File: src/rtl/datapath_pkg.sv
// datapath_pkg: shared widths and framer state encoding for the ALU datapath slice.
package datapath_pkg;
  localparam int DATA_WIDTH = 16;
  localparam int CSUM_WIDTH = DATA_WIDTH;
  typedef enum logic {DATA, CSUM} frame_state_t;
endpackage

File: src/rtl/datapath_sync_fifo.sv
// datapath_sync_fifo: first-word fall-through FIFO with registered occupancy.
module datapath_sync_fifo #(
  parameter int WIDTH = 16,
  parameter int DEPTH = 8
) (
  input  logic                   clk,
  input  logic                   rst,
  input  logic                   push,
  input  logic [WIDTH-1:0]       wdata,
  input  logic                   pop,
  output logic [WIDTH-1:0]       rdata,
  output logic                   full,
  output logic                   empty,
  output logic [$clog2(DEPTH):0] level
);
  localparam int AW = $clog2(DEPTH);
  logic [WIDTH-1:0] mem [DEPTH];
  logic [AW-1:0] wr_ptr, rd_ptr;
  logic do_push, do_pop;
  assign full = level == (AW+1)'(DEPTH);
  assign empty = level == '0;
  assign do_push = push && !full;
  assign do_pop = pop && !empty;
  assign rdata = mem[rd_ptr];
  always_ff @(posedge clk) begin
    if (do_push) mem[wr_ptr] <= wdata;
  end
  always_ff @(posedge clk or negedge rst) begin
    if (!rst) begin
      wr_ptr <= '0;
      rd_ptr <= '0;
      level <= '0;
    end else begin
      if (do_push) wr_ptr <= wr_ptr + AW'(1);
      if (do_pop) rd_ptr <= rd_ptr + AW'(1);
      level <= level + (AW+1)'(do_push) - (AW+1)'(do_pop);
    end
  end
endmodule

File: src/rtl/datapath_result_framer.sv
// datapath_result_framer: buffers datapath results and emits them in frames,
// each closed by a checksum word flagged with out_last.
module datapath_result_framer #(
  parameter int DATA_WIDTH = 16,
  parameter int DEPTH = 8,
  parameter int FRAME_LEN = 4,
  parameter int DROP_CNT_WIDTH = 8
) (
  input  logic                      clk,
  input  logic                      rst,
  input  logic [DATA_WIDTH-1:0]     in_data,
  input  logic                      in_valid,
  output logic [DATA_WIDTH-1:0]     out_data,
  output logic                      out_valid,
  output logic                      out_last,
  input  logic                      out_ready,
  output logic [$clog2(DEPTH):0]    fifo_level,
  output logic [DROP_CNT_WIDTH-1:0] drop_cnt,
  output logic                      overflow
);
  import datapath_pkg::*;
  localparam int CW = $clog2(FRAME_LEN) + 1;
  frame_state_t state;
  logic [DATA_WIDTH-1:0] head, checksum;
  logic [CW-1:0] word_cnt;
  logic full, empty, xfer, pop;
  datapath_sync_fifo #(.WIDTH(DATA_WIDTH), .DEPTH(DEPTH)) u_fifo (
    .clk(clk),
    .rst(rst),
    .push(in_valid),
    .wdata(in_data),
    .pop(pop),
    .rdata(head),
    .full(full),
    .empty(empty),
    .level(fifo_level)
  );
  assign out_valid = state == CSUM || !empty;
  assign out_last = state == CSUM;
  assign out_data = state == CSUM ? checksum : empty ? '0 : head;
  assign xfer = out_valid && out_ready;
  assign pop = xfer && state == DATA;
  // full is the registered level, so a same-cycle pop never rescues an incoming word
  always_ff @(posedge clk or negedge rst) begin
    if (!rst) begin
      state <= DATA;
      checksum <= '0;
      word_cnt <= '0;
      drop_cnt <= '0;
      overflow <= 1'b0;
    end else begin
      if (in_valid && full) begin
        overflow <= 1'b1;
        if (drop_cnt != '1) drop_cnt <= drop_cnt + DROP_CNT_WIDTH'(1);
      end
      if (pop) begin
        checksum <= checksum + head;
        word_cnt <= word_cnt + CW'(1);
        if (word_cnt == CW'(FRAME_LEN - 1)) state <= CSUM;
      end else if (xfer) begin
        checksum <= '0;
        word_cnt <= '0;
        state <= DATA;
      end
    end
  end
endmodule

File: config.mk
export PLATFORM = sky130hd
export DESIGN_NAME = datapath_result_framer
export DESIGN_NICKNAME = d
export VERILOG_FILES = /design/src/rtl/datapath_pkg.sv /design/src/rtl/datapath_sync_fifo.sv /design/src/rtl/datapath_result_framer.sv
export SDC_FILE = /design/constraint.sdc
export NUM_CORES = 1
export LEC_CHECK = 0
export ABC_AREA = 1
export CAP_MARGIN = 25
export CORE_MARGIN = 8
export CORE_UTILIZATION = 60
export CTS_CLUSTER_DIAMETER = 30
export CTS_CLUSTER_SIZE = 14
export DETAILED_ROUTE_END_ITERATION = 8
export PLACE_DENSITY = 0.81
export SYNTH_ARGS = -nofsm -noshare
export SYNTH_HDL_FRONTEND = slang
export SYNTH_SLANG_ARGS = --single-unit
File: constraint.sdc
create_clock -name clk -period 5.54 [get_ports clk]
set_clock_uncertainty 0.05 [all_clocks]
set_input_delay 1.385 -clock clk [delete_from_list [all_inputs] [get_ports clk]]
set_output_delay 1.385 -clock clk [all_outputs]
set_load 0.05 [all_outputs]
==> results.md, run 1 <==
- Cells along the critical path: inv_2 > o21ai_0 > o22ai_1 > nand2_1 > nand2_1 > nand2_1 > o21ai_1 > clkdlybuf4s50_1
- Unrepaired setup endpoints after global routing: no
- Initial Utilization: 60.3%
- GP Congestion: 0.927
- Crit share post-route: 86.2%
- Antenna-violating nets left: 0
- Most common cell in the netlist: nand2_1
- Setup bufs post-CTS: 0
- Vias/cell: 5.69
- Antenna diode count: 0
- Netlist cell types: 38
- Main synth FF type: edfxtp_1
- Slew @ Worst Pin: 0.786 ns
- Die H: 130 um
- Worst-path clk slew: 0.07 ns
- Clk sinks: 167
- Worst Hold Class: reg -> reg
- Status: finished clean
- DP Wirelength: 11100 um
- Main combinational cell family by area after synthesis: simple AND/OR/NAND/NOR gates
- Final hold vios: 0
- Yosys warning count: 0
- Async set-reset flop share out of synthesis: 23.4%
- Final Slew Violations: 0
- First DRT Iteration DRCs: 557
- Critical Path Fanout Max: 30
- Smallest hold slack: 0.438 ns
- Dpl cells: 963
- Synth Cell Area: 7860 um^2
- Final WS setup: 0.767 ns
- Fin crit period: 4.77 ns
- Mux contribution to synthesized area: 0%
- Worst-skew pair later-pin latency: 0.43 ns
- Final setup vio count: 0
- Avg Inst Size Synth: 10.5 um^2
- Number of global-route vias before repair: 5562
- DIE WIDTH: 130 um
- Dpl ws: 1.29 ns
- Initial antenna violation count: 0
- Cell taking the most area after synthesis: edfxtp_1
- Yosys reg bits: 167
- TritonCTS buffer count: 17
- Max Freq: 210 MHz
- Yosys top cell area share: 48.9%
- DRC errors left: 0
- Grt ovf: 0
- Post-synth EDFFs: 128
- Area grow syn2layout: 15.9%
- CTS tree: built
- Critical path class: reg -> out
- Post-Layout Cell Count: 996
- IO Port Bufs: 50
- WL per Instance: 17.5 um
- CP required: 4.11 ns
- Syn nets: 800
- Layout Nets: 855
- Worst rel slew slack: 47.6%
- Post-Synth XOR/XNOR Area: 1.34%
- Layout cell share with drive strength beyond 1: 9.27%
- H-tree levels: 4
- CP Launch Type: register
- Slowest stage delay, CP: 0.82 ns
- Largest net degree at the start of global routing: 66
- Simple-Gate Fraction of Synth Area: 15.4%
- Vias: 5672
- Worst setup EP type: primary output
- Worst EP arrival: 3.34 ns
- Post-Route Setup TNS: 0 ns
- Sequential cell area fraction in the yosys report: 61.3%
- Clock Tree Root: clkbuf_16
- Adder-cell share of the synthesized area: 4.65%
- Boundary Pins: 51
- Crit-path most repeated cell: nand2_1
- Die ar.: 17000 um^2
- Fill cells: 944
- Synth area leaders: edfxtp_1, dfrtp_1, nand2_1
- Final wirelength: 17400 um
- Max clock buf depth: 2
- Most frequent cells after synthesis: nand2_1, edfxtp_1, nor2_1
- DRT Pass-1 Iters: 5
- CTS resizes: 0
- Total core area: 13000 um^2
- Max cap viols: 0
- Synth Area in Compound Gates: 11.6%
- Post-CTS Hold Buffers: 0
- Global-route wire length before repair: 27700 um
- Global Route Usage Sum: 21.6%
- Row cnt: 42
- Slowest CP cell: clkdlybuf4s50_1
- Post-synthesis cell count: 752
## cell type report
cell class	count	area, um^2	share of cell area [%]
multi-input cells	494	2590	28.4
inverters	62	235	2.58
clock buffers	17	425	4.67
repair buffers	65	621	6.81
clock inverters	15	199	2.18
well taps	176	220	2.42
flip-flops and latches	167	4820	52.9
## cell usage in the layout, fill, tap and decap left out, drive strengths merged, types with 6 or more instances in the layout
master / netlist / final
edfxtp: 128 / 128
clkbuf: 3 / 17
buf: 26 / 16
ha: 26 / 26
xor2: 6 / 6
nand3: 21 / 21
clkdlybuf4s50: 0 / 49
xnor2: 6 / 6
dfrtp: 39 / 39
o21ai: 97 / 97
nor2: 90 / 90
nand2: 180 / 180
inv: 61 / 71
o22ai: 30 / 30
a21oi: 20 / 20
## layer usage
metal	GRT usage (%)	up-vias	part of all wire [%]
met5	0	-	0
met4	8.64	0	2.0
met3	4.30	33	7.0
met2	37.1	228	51
met1	26.3	2724	41
li1	-	2687	-
## critical path: cells and delay by family (launching register included)
| family | cells | cell delay (ns) |
|---|---|---|
| buffers and inverters | 2 | 1.39 |
| DFF | 1 | 0.68 |
| AOI/OAI and AO/OA | 3 | 0.52 |
| and+or+nand+nor | 3 | 0.30 |
## kinds of logic after synthesis
group | Yosys count
simple gates | 299
xor+xnor | 12
flops | 167
buf+inv | 91
fa+ha+maj | 28
compound gates | 155
## flip-flops by register name (all words and copies together) (netlist names)
signal / count
checksum: 16
drop_cnt: 8
out_last: 1
overflow: 1
u_fifo.level: 4
u_fifo.mem: 128
u_fifo.rd_ptr: 3
u_fifo.wr_ptr: 3
word_cnt: 3
## final timing paths
| kind | start | endpoint | slack (ns) | depth (start not counted) |
|---|---|---|---|---|
| max in group asynchronous | rst | u_fifo.level[1] | 4.34 | 2 |
| min reg2reg | overflow | overflow | 0.44 | 2 |
| min in group asynchronous | rst | checksum[7] | 0.69 | 1 |
| max | u_fifo.rd_ptr[1] | out_data[5] | 0.77 | 8 |
| max reg2reg | u_fifo.rd_ptr[1] | checksum[10] | 2.25 | 16 |
| min | overflow | overflow | 0.44 | 2 |
## per-stage QoR
step           util [%]  area (um^2)
2_1_floorplan         -         7860
3_3_place_gp       65.0         8470
3_5_place_dp       65.0         8470
4_1_cts            69.8         9090
5_1_grt            69.9         9110
6_report           69.9         9110
Power of run 1 is left out: the tool's default activity adds up to more than one toggle a clock period on the data nets, which glitch-free logic cannot reach.
==> run 2: changes to the inputs <==
- ABC_AREA: 1 -> unset
- ABC_CLOCK_PERIOD_IN_PS: unset -> 5540
- CAP_MARGIN: 25 -> 20
==> run 2 against run 1 <==
Worst hold slack lost 0.020 ns; synthesized area shrank 4.9%; via count shrank 25%; non-clock buffer count shrank 4; global-route usage shrank 2.3 points; critical path depth shrank 3; register-to-register slack lost 0.56 ns; sequential share of layout area grew 2.5 points; count of clock-buffer cells in the layout grew 2; utilization grew 1.9 points; worst setup slack gained 0.078 ns; critical path type unchanged.
==> results.md, run 2 <==
- Sequential cell area fraction in the yosys report: 64.5% (+3.2 points)
- CP required: 4.11 ns (about the same)
- Most frequent cells after synthesis: edfxtp_1, dfrtp_1, nand2_1
- Registers with the most flip-flops: u_fifo.mem x128, checksum x16, drop_cnt x8
- Die H: 128 um (-2.2%)
- Initial antenna violation count: 0 (unchanged)
- Global Route Usage Sum: 19.3% (-2.3 points)
- Worst rel slew slack: 28.7% (-19 points)
- DP Wirelength: 9630 um (-14%)
- Most common cell in the netlist: edfxtp_1
- Biggest register: u_fifo.mem
- Synth area leaders: edfxtp_1, dfrtp_1, mux4_2
- Area of the multi-input gates: 2500 um^2 (-3.5%)
- Hold wc startpoint: overflow
- Vias/cell: 6.04 (+6.0%)
- Worst setup EP type: primary output
- Cell taking the most area after synthesis: edfxtp_1
- Total core area: 12100 um^2 (-7.1%)
- Syn nets: 510 (-36%)
- Yosys reg bits: 167 (unchanged)
- Boundary Pins: 51 (unchanged)
- Largest net degree at the start of global routing: 40 (-39%)
- DRC errors left: 0 (unchanged)
- Synth Cell Area: 7480 um^2 (-4.9%)
- Max cap viols: 0 (unchanged)
- Async set-reset flop share out of synthesis: 23.4% (unchanged)
- Antenna diode count: 0 (unchanged)
- Yosys top cell area share: 51.4% (+2.5 points)
- Final Slew Violations: 0 (unchanged)
- Clk sinks: 167 (unchanged)
- TritonCTS buffer count: 17 (unchanged)
- Yosys warning count: 0 (unchanged)
- CTS resizes: 0 (unchanged)
- DRT Pass-1 Iters: 5 (unchanged)
- Netlist cell types: 47 (+24%)
- WL per Instance: 21.4 um (+22%)
- CTS tree: built
- Critical path class: reg -> out
- Slew @ Worst Pin: 1.07 ns (+0.283 ns)
- Worst Hold Class: reg -> reg
- CP Launch Type: register
- Global-route wire length before repair: 23500 um (-15%)
- Number of flip-flops in the largest register: 128 (unchanged)
- Worst-path clk slew: 0.06 ns (about the same)
- Post-synth EDFFs: 128 (unchanged)
- Max clock buf depth: 2 (unchanged)
- Die ar.: 16300 um^2 (-4.3%)
- Critical Path Fanout Max: 18 (-40%)
- Worst EP arrival: 3.26 ns (-0.08 ns)
- Post-CTS Hold Buffers: 0 (unchanged)
- Layout cell share with drive strength beyond 1: 18.2% (+9.0 points)
- DIE WIDTH: 128 um (-2.2%)
- Antenna-violating nets left: 0 (unchanged)
- Crit share post-route: 84.7% (-1.4 points)
- Number of global-route vias before repair: 4310 (-23%)
- Row cnt: 40 (-4.8%)
- Layout Nets: 573 (-33%)
- H-tree levels: 4 (unchanged)
- Final setup vio count: 0 (unchanged)
- Commonest non-fill, non-tap cell in the layout: edfxtp_1
- Setup bufs post-CTS: 0 (unchanged)
- Final wirelength: 15100 um (-13%)
- Main synth FF type: edfxtp_1
- Post-synthesis cell count: 462 (-39%)
- Beginning of the critical path: u_fifo.rd_ptr[0]
- Post-Route Setup TNS: 0 ns (unchanged)
- Worst-skew pair later-pin latency: 0.43 ns (about the same)
- Storage element area: 4820 um^2 (about the same)
- Area grow syn2layout: 16.4%
- Initial Utilization: 61.7% (+1.4 points)
- Unrepaired setup endpoints after global routing: no
- Clock Tree Root: clkbuf_16
- Final hold vios: 0 (unchanged)
- Grt ovf: 0 (unchanged)
- IO Port Bufs: 50 (unchanged)
- Status: finished clean
- GP Congestion: 0.856 (-7.7%)
- First DRT Iteration DRCs: 376 (-32%)
- Reg-to-Reg Start: u_fifo.rd_ptr[0]
- Vias: 4257 (-25%)
- Max Freq: 213 MHz (+1.7%)
- Fin crit period: 4.69 ns (-0.0779 ns)
- Commonest non-fill, non-tap cells in the layout: edfxtp_1, clkdlybuf4s50_1, dfrtp_1
- Fill cells: 744 (-21%)
- Avg Inst Size Synth: 16.2 um^2 (+55%)
run 2: routing by layer:
layer	up-vias	wire length (um)	GRT usage (%)
met4	0	252	7.48
li1	1918	-	-
met5	-	0	0
met2	178	7460	31.2
met1	2137	6320	23.9
met3	24	1050	6.20
run 2: critical path, stage by stage, from the launching register on:
cell and delay (ns):
dfrtp_2 0.75, buf_4 0.32, mux4_2 0.54, mux2_4 0.31, a22o_1 0.21, clkdlybuf4s50_1 0.70
run 2: final cells by class:
cell class                 count  share of cell area (%)
clock buffer                  19                    4.98
clock inverter                12                    1.09
inverter                      16                   0.690
multi-input combinational    262                    28.8
sequential                   167                    55.4
tap                          168                    2.42
timing repair buffer          61                    6.65
run 2: worst paths after layout:
check                                         to  slack, ns  cells past startpoint
worst max-delay path                out_data[11]       0.85                      5
worst min-delay path                    overflow       0.42                      1
worst max register to register      checksum[12]       1.69                     10
worst min register to register          overflow       0.42                      1
max in group asynchronous       u_fifo.rd_ptr[0]       3.79                      1
min in group asynchronous            drop_cnt[4]       1.03                      1
run 2: cell families after synthesis:
| group | count (synthesis) | share of synthesized area [%] |
|---|---|---|
| xor+xnor | 25 | 2.93 |
| buf+inv | 33 | 2.38 |
| compound gates | 77 | 7.11 |
| mux | 51 | 13.2 |
| simple gates | 81 | 5.05 |
| flops | 167 | 64.5 |
| fa+ha+maj | 28 | 4.89 |
run 2: stage by stage:
stage | instance area [um^2] | util (%) | setup slack [ns] | hold WS [ns] | cells
6_report | 8700 | 71.8 | 0.845 | 0.419 | 705
5_1_grt | 8700 | 71.8 | 0.711 | 0.448 | 705
4_1_cts | 8700 | 71.8 | 0.786 | 0.429 | 705
3_5_place_dp | 8170 | 67.5 | 1.27 | 0.413 | 674
3_3_place_gp | 8170 | 67.5 | 1.31 | 0.402 | 674
2_1_floorplan | 7480 | - | 1.83 | 0.400 | 462
Power of run 2 is left out for the same reason.
